File: config.mk
export PLATFORM = sky130hd
export DESIGN_NAME = otter_muldiv
export DESIGN_NICKNAME = d
export VERILOG_FILES = /design/src/rtl/otter_muldiv_pkg.sv /design/src/rtl/otter_muldiv_negate.sv /design/src/rtl/otter_muldiv.sv
export SDC_FILE = /design/constraint.sdc
export NUM_CORES = 1
export LEC_CHECK = 0
export ABC_CLOCK_PERIOD_IN_PS = 10500
export BUFFER_PORTS_ARGS = -buffer_cell sky130_fd_sc_hd__buf_2
export CORE_MARGIN = 2
export CORE_UTILIZATION = 55
export CTS_BUF_LIST = sky130_fd_sc_hd__clkbuf_8
export CTS_CLUSTER_DIAMETER = 30
export DETAILED_ROUTE_END_ITERATION = 10
export PLACE_DENSITY = 0.73
export SYNTH_ARGS = -nofsm -noshare
export SYNTH_HDL_FRONTEND = slang
export SYNTH_SLANG_ARGS = --single-unit
File: constraint.sdc
create_clock -name CLK -period 10.5 [get_ports CLK]
set_input_delay 3.15 -clock CLK [delete_from_list [all_inputs] [get_ports CLK]]
set_output_delay 3.15 -clock CLK [all_outputs]
set_load 0.05 [all_outputs]
File: src/rtl/otter_muldiv_pkg.sv
// Shared types and constants for the OTTER RV32M multiply/divide unit.
package otter_muldiv_pkg;

  // RV32M funct3 encodings handled by the unit
  typedef enum logic [2:0] {
    OP_MUL    = 3'b000,
    OP_MULH   = 3'b001,
    OP_MULHSU = 3'b010,
    OP_MULHU  = 3'b011,
    OP_DIV    = 3'b100,
    OP_DIVU   = 3'b101,
    OP_REM    = 3'b110,
    OP_REMU   = 3'b111
  } muldiv_op_t;

  typedef enum logic [1:0] {
    IDLE = 2'd0,
    CALC = 2'd1,
    FIN  = 2'd2
  } muldiv_state_t;

  localparam int          MULDIV_ITERS = 32;
  localparam logic [31:0] DIV0_QUOT    = 32'hFFFF_FFFF;
  localparam logic [31:0] INT_MIN      = 32'h8000_0000;

  // rs1 is read as two's complement for every signed op, including MULHSU
  function automatic logic op1_signed(input muldiv_op_t op);
    return op inside {OP_MUL, OP_MULH, OP_MULHSU, OP_DIV, OP_REM};
  endfunction

  function automatic logic op2_signed(input muldiv_op_t op);
    return op inside {OP_MUL, OP_MULH, OP_DIV, OP_REM};
  endfunction

  function automatic logic is_div_op(input muldiv_op_t op);
    return op inside {OP_DIV, OP_DIVU, OP_REM, OP_REMU};
  endfunction

  function automatic logic is_rem_op(input muldiv_op_t op);
    return op inside {OP_REM, OP_REMU};
  endfunction

endpackage

File: src/rtl/otter_muldiv_negate.sv
// Conditional two's-complement negate; used for operand magnitudes and result sign fix-up.
module muldiv_negate #(
  parameter int W = 32
) (
  input  logic         neg,
  input  logic [W-1:0] din,
  output logic [W-1:0] dout
);

  assign dout = neg ? (~din + W'(1)) : din;

endmodule

File: src/rtl/otter_muldiv.sv
// Iterative RV32M multiply/divide: 32 shift-add or restoring-divide steps, fixed latency.
module otter_muldiv
  import otter_muldiv_pkg::*;
#(
  parameter int XLEN = 32
) (
  input  logic            CLK,
  input  logic            RST_N,
  input  logic            Start,
  input  logic [2:0]      Funct3,
  input  logic [XLEN-1:0] Op1,
  input  logic [XLEN-1:0] Op2,
  output logic            Busy,
  output logic            Done,
  output logic [XLEN-1:0] Result
);

  muldiv_state_t     state_reg, state_next;
  muldiv_op_t        op_reg, op_next;
  logic [5:0]        cnt_reg, cnt_next;
  logic              neg_res_reg, neg_res_next;
  logic              div0_reg, div0_next;
  logic              ovf_reg, ovf_next;
  logic [XLEN-1:0]   op1_reg, op1_next;     // raw rs1, returned by REM on divide-by-zero
  logic [XLEN-1:0]   mcand_reg, mcand_next; // multiplicand or divisor magnitude
  logic [XLEN-1:0]   quo_reg, quo_next;     // dividend shifting out, quotient shifting in
  logic [XLEN-1:0]   rem_reg, rem_next;
  logic [2*XLEN-1:0] prod_reg, prod_next;   // {accumulator, multiplier shifting out}
  logic              busy_reg, busy_next;
  logic              done_reg, done_next;
  logic [XLEN-1:0]   result_reg, result_next;

  muldiv_op_t        start_op;
  logic [1:0]        opnd_neg;
  logic [XLEN-1:0]   opnd_raw [2];
  logic [XLEN-1:0]   opnd_mag [2];

  logic [XLEN:0]     mul_sum;
  logic [XLEN:0]     part_rem;  // 33-bit partial remainder for the current step
  logic              rem_ge;
  logic [XLEN-1:0]   rem_diff;

  logic [2*XLEN-1:0] prod_fix;
  logic [XLEN-1:0]   div_raw, div_fix;
  logic [XLEN-1:0]   fin_result;

  assign start_op    = muldiv_op_t'(Funct3);
  assign opnd_raw[0] = Op1;
  assign opnd_raw[1] = Op2;
  assign opnd_neg[0] = op1_signed(start_op) & Op1[XLEN-1];
  assign opnd_neg[1] = op2_signed(start_op) & Op2[XLEN-1];

  generate
    for (genvar gi = 0; gi < 2; gi++) begin : g_opnd_mag
      muldiv_negate #(.W(XLEN)) u_opnd_neg (
        .neg  (opnd_neg[gi]),
        .din  (opnd_raw[gi]),
        .dout (opnd_mag[gi])
      );
    end
  endgenerate

  // One multiply step: add the multiplicand into the high half when the multiplier LSB is set
  assign mul_sum  = {1'b0, prod_reg[2*XLEN-1:XLEN]} + {1'b0, (prod_reg[0] ? mcand_reg : {XLEN{1'b0}})};

  // One restoring-divide step: bring down the next dividend bit and trial-subtract.
  // The remainder stays below the divisor, so the low XLEN bits of the difference are exact.
  assign part_rem = {rem_reg, quo_reg[XLEN-1]};
  assign rem_ge   = part_rem >= {1'b0, mcand_reg};
  assign rem_diff = part_rem[XLEN-1:0] - mcand_reg;

  assign div_raw  = is_rem_op(op_reg) ? rem_reg : quo_reg;

  muldiv_negate #(.W(2*XLEN)) u_prod_neg (
    .neg  (neg_res_reg),
    .din  (prod_reg),
    .dout (prod_fix)
  );

  muldiv_negate #(.W(XLEN)) u_div_neg (
    .neg  (neg_res_reg),
    .din  (div_raw),
    .dout (div_fix)
  );

  // Final result selection including the divide-by-zero and INT_MIN/-1 cases
  always_comb begin
    fin_result = prod_fix[XLEN-1:0];
    case (op_reg)
      OP_MUL:                        fin_result = prod_fix[XLEN-1:0];
      OP_MULH, OP_MULHSU, OP_MULHU:  fin_result = prod_fix[2*XLEN-1:XLEN];
      OP_DIV, OP_DIVU:               fin_result = div0_reg ? DIV0_QUOT :
                                                  ovf_reg  ? INT_MIN   : div_fix;
      OP_REM, OP_REMU:               fin_result = div0_reg ? op1_reg     :
                                                  ovf_reg  ? {XLEN{1'b0}} : div_fix;
      default:                       fin_result = prod_fix[XLEN-1:0];
    endcase
  end

  // Next-state, capture and iteration logic
  always_comb begin
    state_next   = state_reg;
    op_next      = op_reg;
    cnt_next     = cnt_reg;
    neg_res_next = neg_res_reg;
    div0_next    = div0_reg;
    ovf_next     = ovf_reg;
    op1_next     = op1_reg;
    mcand_next   = mcand_reg;
    quo_next     = quo_reg;
    rem_next     = rem_reg;
    prod_next    = prod_reg;
    busy_next    = busy_reg;
    done_next    = 1'b0;
    result_next  = result_reg;
    case (state_reg)
      IDLE: begin
        if (Start) begin
          state_next   = CALC;
          op_next      = start_op;
          cnt_next     = '0;
          busy_next    = 1'b1;
          // Unsigned operands never set opnd_neg, so one expression covers all cases
          neg_res_next = (start_op == OP_REM) ? opnd_neg[0] : (opnd_neg[0] ^ opnd_neg[1]);
          div0_next    = (Op2 == {XLEN{1'b0}});
          ovf_next     = op2_signed(start_op) && (Op1 == INT_MIN) && (Op2 == {XLEN{1'b1}});
          op1_next     = Op1;
          mcand_next   = is_div_op(start_op) ? opnd_mag[1] : opnd_mag[0];
          quo_next     = opnd_mag[0];
          rem_next     = '0;
          prod_next    = {{XLEN{1'b0}}, opnd_mag[1]};
        end
      end
      CALC: begin
        if (cnt_reg == 6'(MULDIV_ITERS)) begin
          state_next  = FIN;
          done_next   = 1'b1;
          result_next = fin_result;
        end else begin
          cnt_next = cnt_reg + 6'd1;
          if (is_div_op(op_reg)) begin
            quo_next = {quo_reg[XLEN-2:0], rem_ge};
            rem_next = rem_ge ? rem_diff : part_rem[XLEN-1:0];
          end else begin
            prod_next = {mul_sum, prod_reg[XLEN-1:1]};
          end
        end
      end
      FIN: begin
        state_next = IDLE;
        busy_next  = 1'b0;
      end
      default: state_next = IDLE;
    endcase
  end

  // FSM state register
  always_ff @(posedge CLK or negedge RST_N) begin
    if (!RST_N) state_reg <= IDLE;
    else        state_reg <= state_next;
  end

  // Datapath and output registers
  always_ff @(posedge CLK or negedge RST_N) begin
    if (!RST_N) begin
      op_reg      <= OP_MUL;
      cnt_reg     <= '0;
      neg_res_reg <= 1'b0;
      div0_reg    <= 1'b0;
      ovf_reg     <= 1'b0;
      op1_reg     <= '0;
      mcand_reg   <= '0;
      quo_reg     <= '0;
      rem_reg     <= '0;
      prod_reg    <= '0;
      busy_reg    <= 1'b0;
      done_reg    <= 1'b0;
      result_reg  <= '0;
    end else begin
      op_reg      <= op_next;
      cnt_reg     <= cnt_next;
      neg_res_reg <= neg_res_next;
      div0_reg    <= div0_next;
      ovf_reg     <= ovf_next;
      op1_reg     <= op1_next;
      mcand_reg   <= mcand_next;
      quo_reg     <= quo_next;
      rem_reg     <= rem_next;
      prod_reg    <= prod_next;
      busy_reg    <= busy_next;
      done_reg    <= done_next;
      result_reg  <= result_next;
    end
  end

  assign Busy   = busy_reg;
  assign Done   = done_reg;
  assign Result = result_reg;

endmodule

==> metrics.csv <==
stage,metric,value,unit
critical_path,Crit Path Max Fanout,5,
timing,final hold vios,0,
global_routing,GR Overflow Total,0,
power_and_ir_drop,worst ir drop on vdd,0.0002197,V
power_and_ir_drop,leak pwr,8.803,nW
layout,multi-input gate area in the final layout,11280,um^2
yosys,Mapped Area,18060,um^2
yosys,syn_nets,2339,
layout,antenna cells,0,
floorplan,# rows,66,
global_routing,initial antenna violation count,3,
floorplan,Ports,104,
layout,Layout Cells excl Fill,2740,
route,1st-iter DRT viols,2169,
yosys,Adder-Cell Fraction of Synth Area,0.05071,
yosys,synthesized area per cell,8.221,um^2
yosys,sequential area share after synthesis,0.3325,
timing,clk_skew,0.03426,ns
floorplan,die area,34310,um^2
route,vias,17750,
route,WL met2,27620,um
yosys,post-synthesis xor/xnor area fraction,0.09456,
yosys,Synth Area in Compound Gates,0.2345,
global_routing,vias in the first global route,16280,
floorplan,die width,185.2,um
yosys,Cells after Synth,2197,
hold_path,worst hold path class,flop to flop,
cts,"Clk Latency, worst-skew pair",0.65,ns
critical_path,Worst EP required,10.98,ns
outcome,outcome,"complete, no violations",
critical_path,Worst Setup Start Kind,input port,
global_routing,global-route wire length before repair,96400,um
placement,Placer Congestion,0.9751,
yosys,Post-Synth Simple-Gate Area,0.1872,
timing,Slew headroom,0.2864,
yosys,"Top FF cell, synth",dfrtp_1,
yosys,#FFs+latches synth,240,
cts,clock root buffer master,clkbuf_8,
route,post-route ant nets,0,
job,max-capacitance violation count,0,
placement,placed insts,2639,
timing,Max Clk Rate,0.1823,GHz
timing,Final setup viols,0,
layout,layout cells sized above 1,0.1171,
timing,RSZ-0062 raised after global routing,false,
critical_path,CP Capture Type,flop,
placement,dpl hpwl,47250,um
cts,post-CTS sizing,0,
route,Top Metal Used,met5,
layout,max reg flops,64,
global_routing,gr usage total,0.3719,
placement,PortBufs,103,
critical_path,kind of critical path,input port to flop,
yosys,synth unique cells,79,
cts,clock tree from TritonCTS,yes,
layout,FF+latch area,6007,um^2
cts,clock sinks,240,
layout,"commonest non-fill, non-tap cell in the layout",nand2_1,
cts,buffer count from post-CTS setup fixing,0,
route,DR WL met3,6505,um
yosys,Post-synth EDFFs,0,
route,final WL,63540,um
floorplan,die height,185.2,um
yosys,asr flop ratio synth,1.000,
layout,area delta synth->final,10.97,%
global_routing,largest net degree at the start of global routing,109,
floorplan,Core Region,32450,um^2
route,drt pass-1 iters,8,
power_and_ir_drop,pwr/cell area,338.7,nW/um^2
yosys,multiplexer share of the synthesized area,0.05590,
cts,Post-CTS Hold Buffers,0,
yosys,Synth Warn #,0,
route,Via density,6.476,
layout,most frequent cells in the layout,"nand2_1 (334), o21ai_0 (248), dfrtp_1 (239)",
route,WL met1,26170,um
timing,"Min Clock Period, post-route",5.486,ns
yosys,largest family of logic cells by synthesized area,compound AO/OA/AOI/OAI gates,
layout,NumNets Final,2398,
route,DRC,0,
timing,final period utilization,0.5225,
timing,final setup TNS,0,ns
layout,fillcell total,2932,
cts,clk buf depth,3,
route,wire per inst,23.19,um
timing,worst-margin pin slew,1.061,ns
cts,H-tree depth reported by CTS,2,
critical_path,crit path DAT,5.97,ns
floorplan,starting density of the core,0.5566,
cts,"Reg clk slew, reported paths",0.06,ns
cts,Num CTS Buffers,57,
timing,Max Slew Vio Count,0,
[critical path: stages]
cell and delay, ns:
buf_2 0.12, or4_1 0.61, or2_2 0.36, nor4b_1 0.72
and2_1 0.36, a21oi_1 0.11, xnor2_1 0.22, a21oi_1 0.09
o21ai_0 0.12, o21ai_0 0.11
[synth_stat cells, types with 7 or more instances]
| cell type | number | area (um^2) |
|---|---|---|
| or3_1 | 18 | 112.6 |
| dfrtp_1 | 240 | 6006 |
| or4_1 | 13 | 97.59 |
| xnor2_1 | 119 | 1042 |
| xor2_1 | 76 | 665.6 |
| a211o_1 | 8 | 70.07 |
| and2_1 | 12 | 75.07 |
| o22ai_1 | 7 | 43.79 |
| nand2b_1 | 21 | 131.4 |
| nor4bb_1 | 7 | 70.07 |
| nor3_1 | 44 | 220.2 |
| or2_2 | 13 | 81.33 |
| nor4_1 | 14 | 87.58 |
| o21ai_0 | 249 | 1246 |
| a211oi_1 | 21 | 157.7 |
| o221ai_1 | 20 | 175.2 |
| buf_1 | 17 | 63.81 |
| o41ai_1 | 17 | 148.9 |
| o211ai_1 | 35 | 262.8 |
| o21bai_1 | 10 | 75.07 |
| nand4_1 | 21 | 131.4 |
| a21oi_1 | 127 | 635.6 |
| nor2_1 | 139 | 521.8 |
| nand3_1 | 22 | 110.1 |
| inv_1 | 72 | 270.3 |
| a21o_1 | 28 | 210.2 |
| mux2i_1 | 93 | 930.9 |
| nor2b_1 | 14 | 87.58 |
| o31ai_1 | 30 | 225.2 |
| a21boi_0 | 9 | 67.56 |
| nand2_1 | 337 | 1265 |
| a31oi_1 | 18 | 112.6 |
| ha_1 | 70 | 875.8 |
| a22oi_1 | 33 | 247.7 |
| and3_1 | 11 | 68.82 |
| nand4b_1 | 7 | 61.31 |
| a221oi_1 | 10 | 87.58 |
| clkbuf_1 | 102 | 382.9 |
[final cells by class]
class | instances | area share
multi-input combinational | 1758 | 0.5627
tap | 442 | 0.02759
sequential | 240 | 0.2997
inverter | 72 | 0.01348
clock buffer | 66 | 0.04532
timing repair buffer | 127 | 0.03521
clock inverter | 35 | 0.01598
[final timing paths]
kind                              from            end  slack [ns]  depth (start not counted)
setup / recovery                Op2[5]  mcand_reg[27]        5.01                         10
hold / removal             op1_reg[25]    op1_reg[25]        0.47                          2
setup reg to reg             op_reg[2]     Result[31]        6.12                         10
hold reg to reg            op1_reg[25]    op1_reg[25]        0.47                          2
max in group asynchronous        RST_N    rem_reg[14]        6.42                          2
min in group asynchronous        RST_N   prod_reg[35]        2.55                          1
[power breakdown]
group          leakage (nW)  switching, mW  total [mW]  internal (mW)
registers              2.99          0.426        1.74           1.31
clock network         0.659          0.474        1.17          0.699
logic                  5.16           2.53        3.88           1.34
[layer usage]
layer	global-route usage	vias up
met1	0.5165	8452
met4	0.1800	10
li1	-	8069
met2	0.5590	1018
met3	0.06665	196
met5	0	-
[stage by stage]
step | total power [mW] | hold slack, ns | util | instance area, um^2 | setup slack [ns]
floorplan | 4.374 | 0.4369 | - | 18060 | 5.079
global placement | 5.400 | 0.4520 | 0.5798 | 18820 | 4.450
detailed placement | 5.486 | 0.4563 | 0.5798 | 18820 | 4.409
CTS | 6.680 | 0.4712 | 0.6176 | 20040 | 5.092
global route | 7.211 | 0.4897 | 0.6176 | 20040 | 4.830
finish | 6.789 | 0.4712 | 0.6176 | 20040 | 5.014
[logic make-up (layout without fill, tap and decap cells)]
| group | count (synthesis) | count (layout) |
|---|---|---|
| adders and majority gates | 72 | 72 |
| muxes | 99 | 99 |
| DFF | 240 | 240 |
| and+or+nand+nor | 722 | 722 |
| buffers and inverters | 199 | 300 |
| AOI/OAI and AO/OA | 670 | 670 |
| xor gates and xnor gates | 195 | 195 |
No activity file was read; power rests on OpenSTA's default activity.
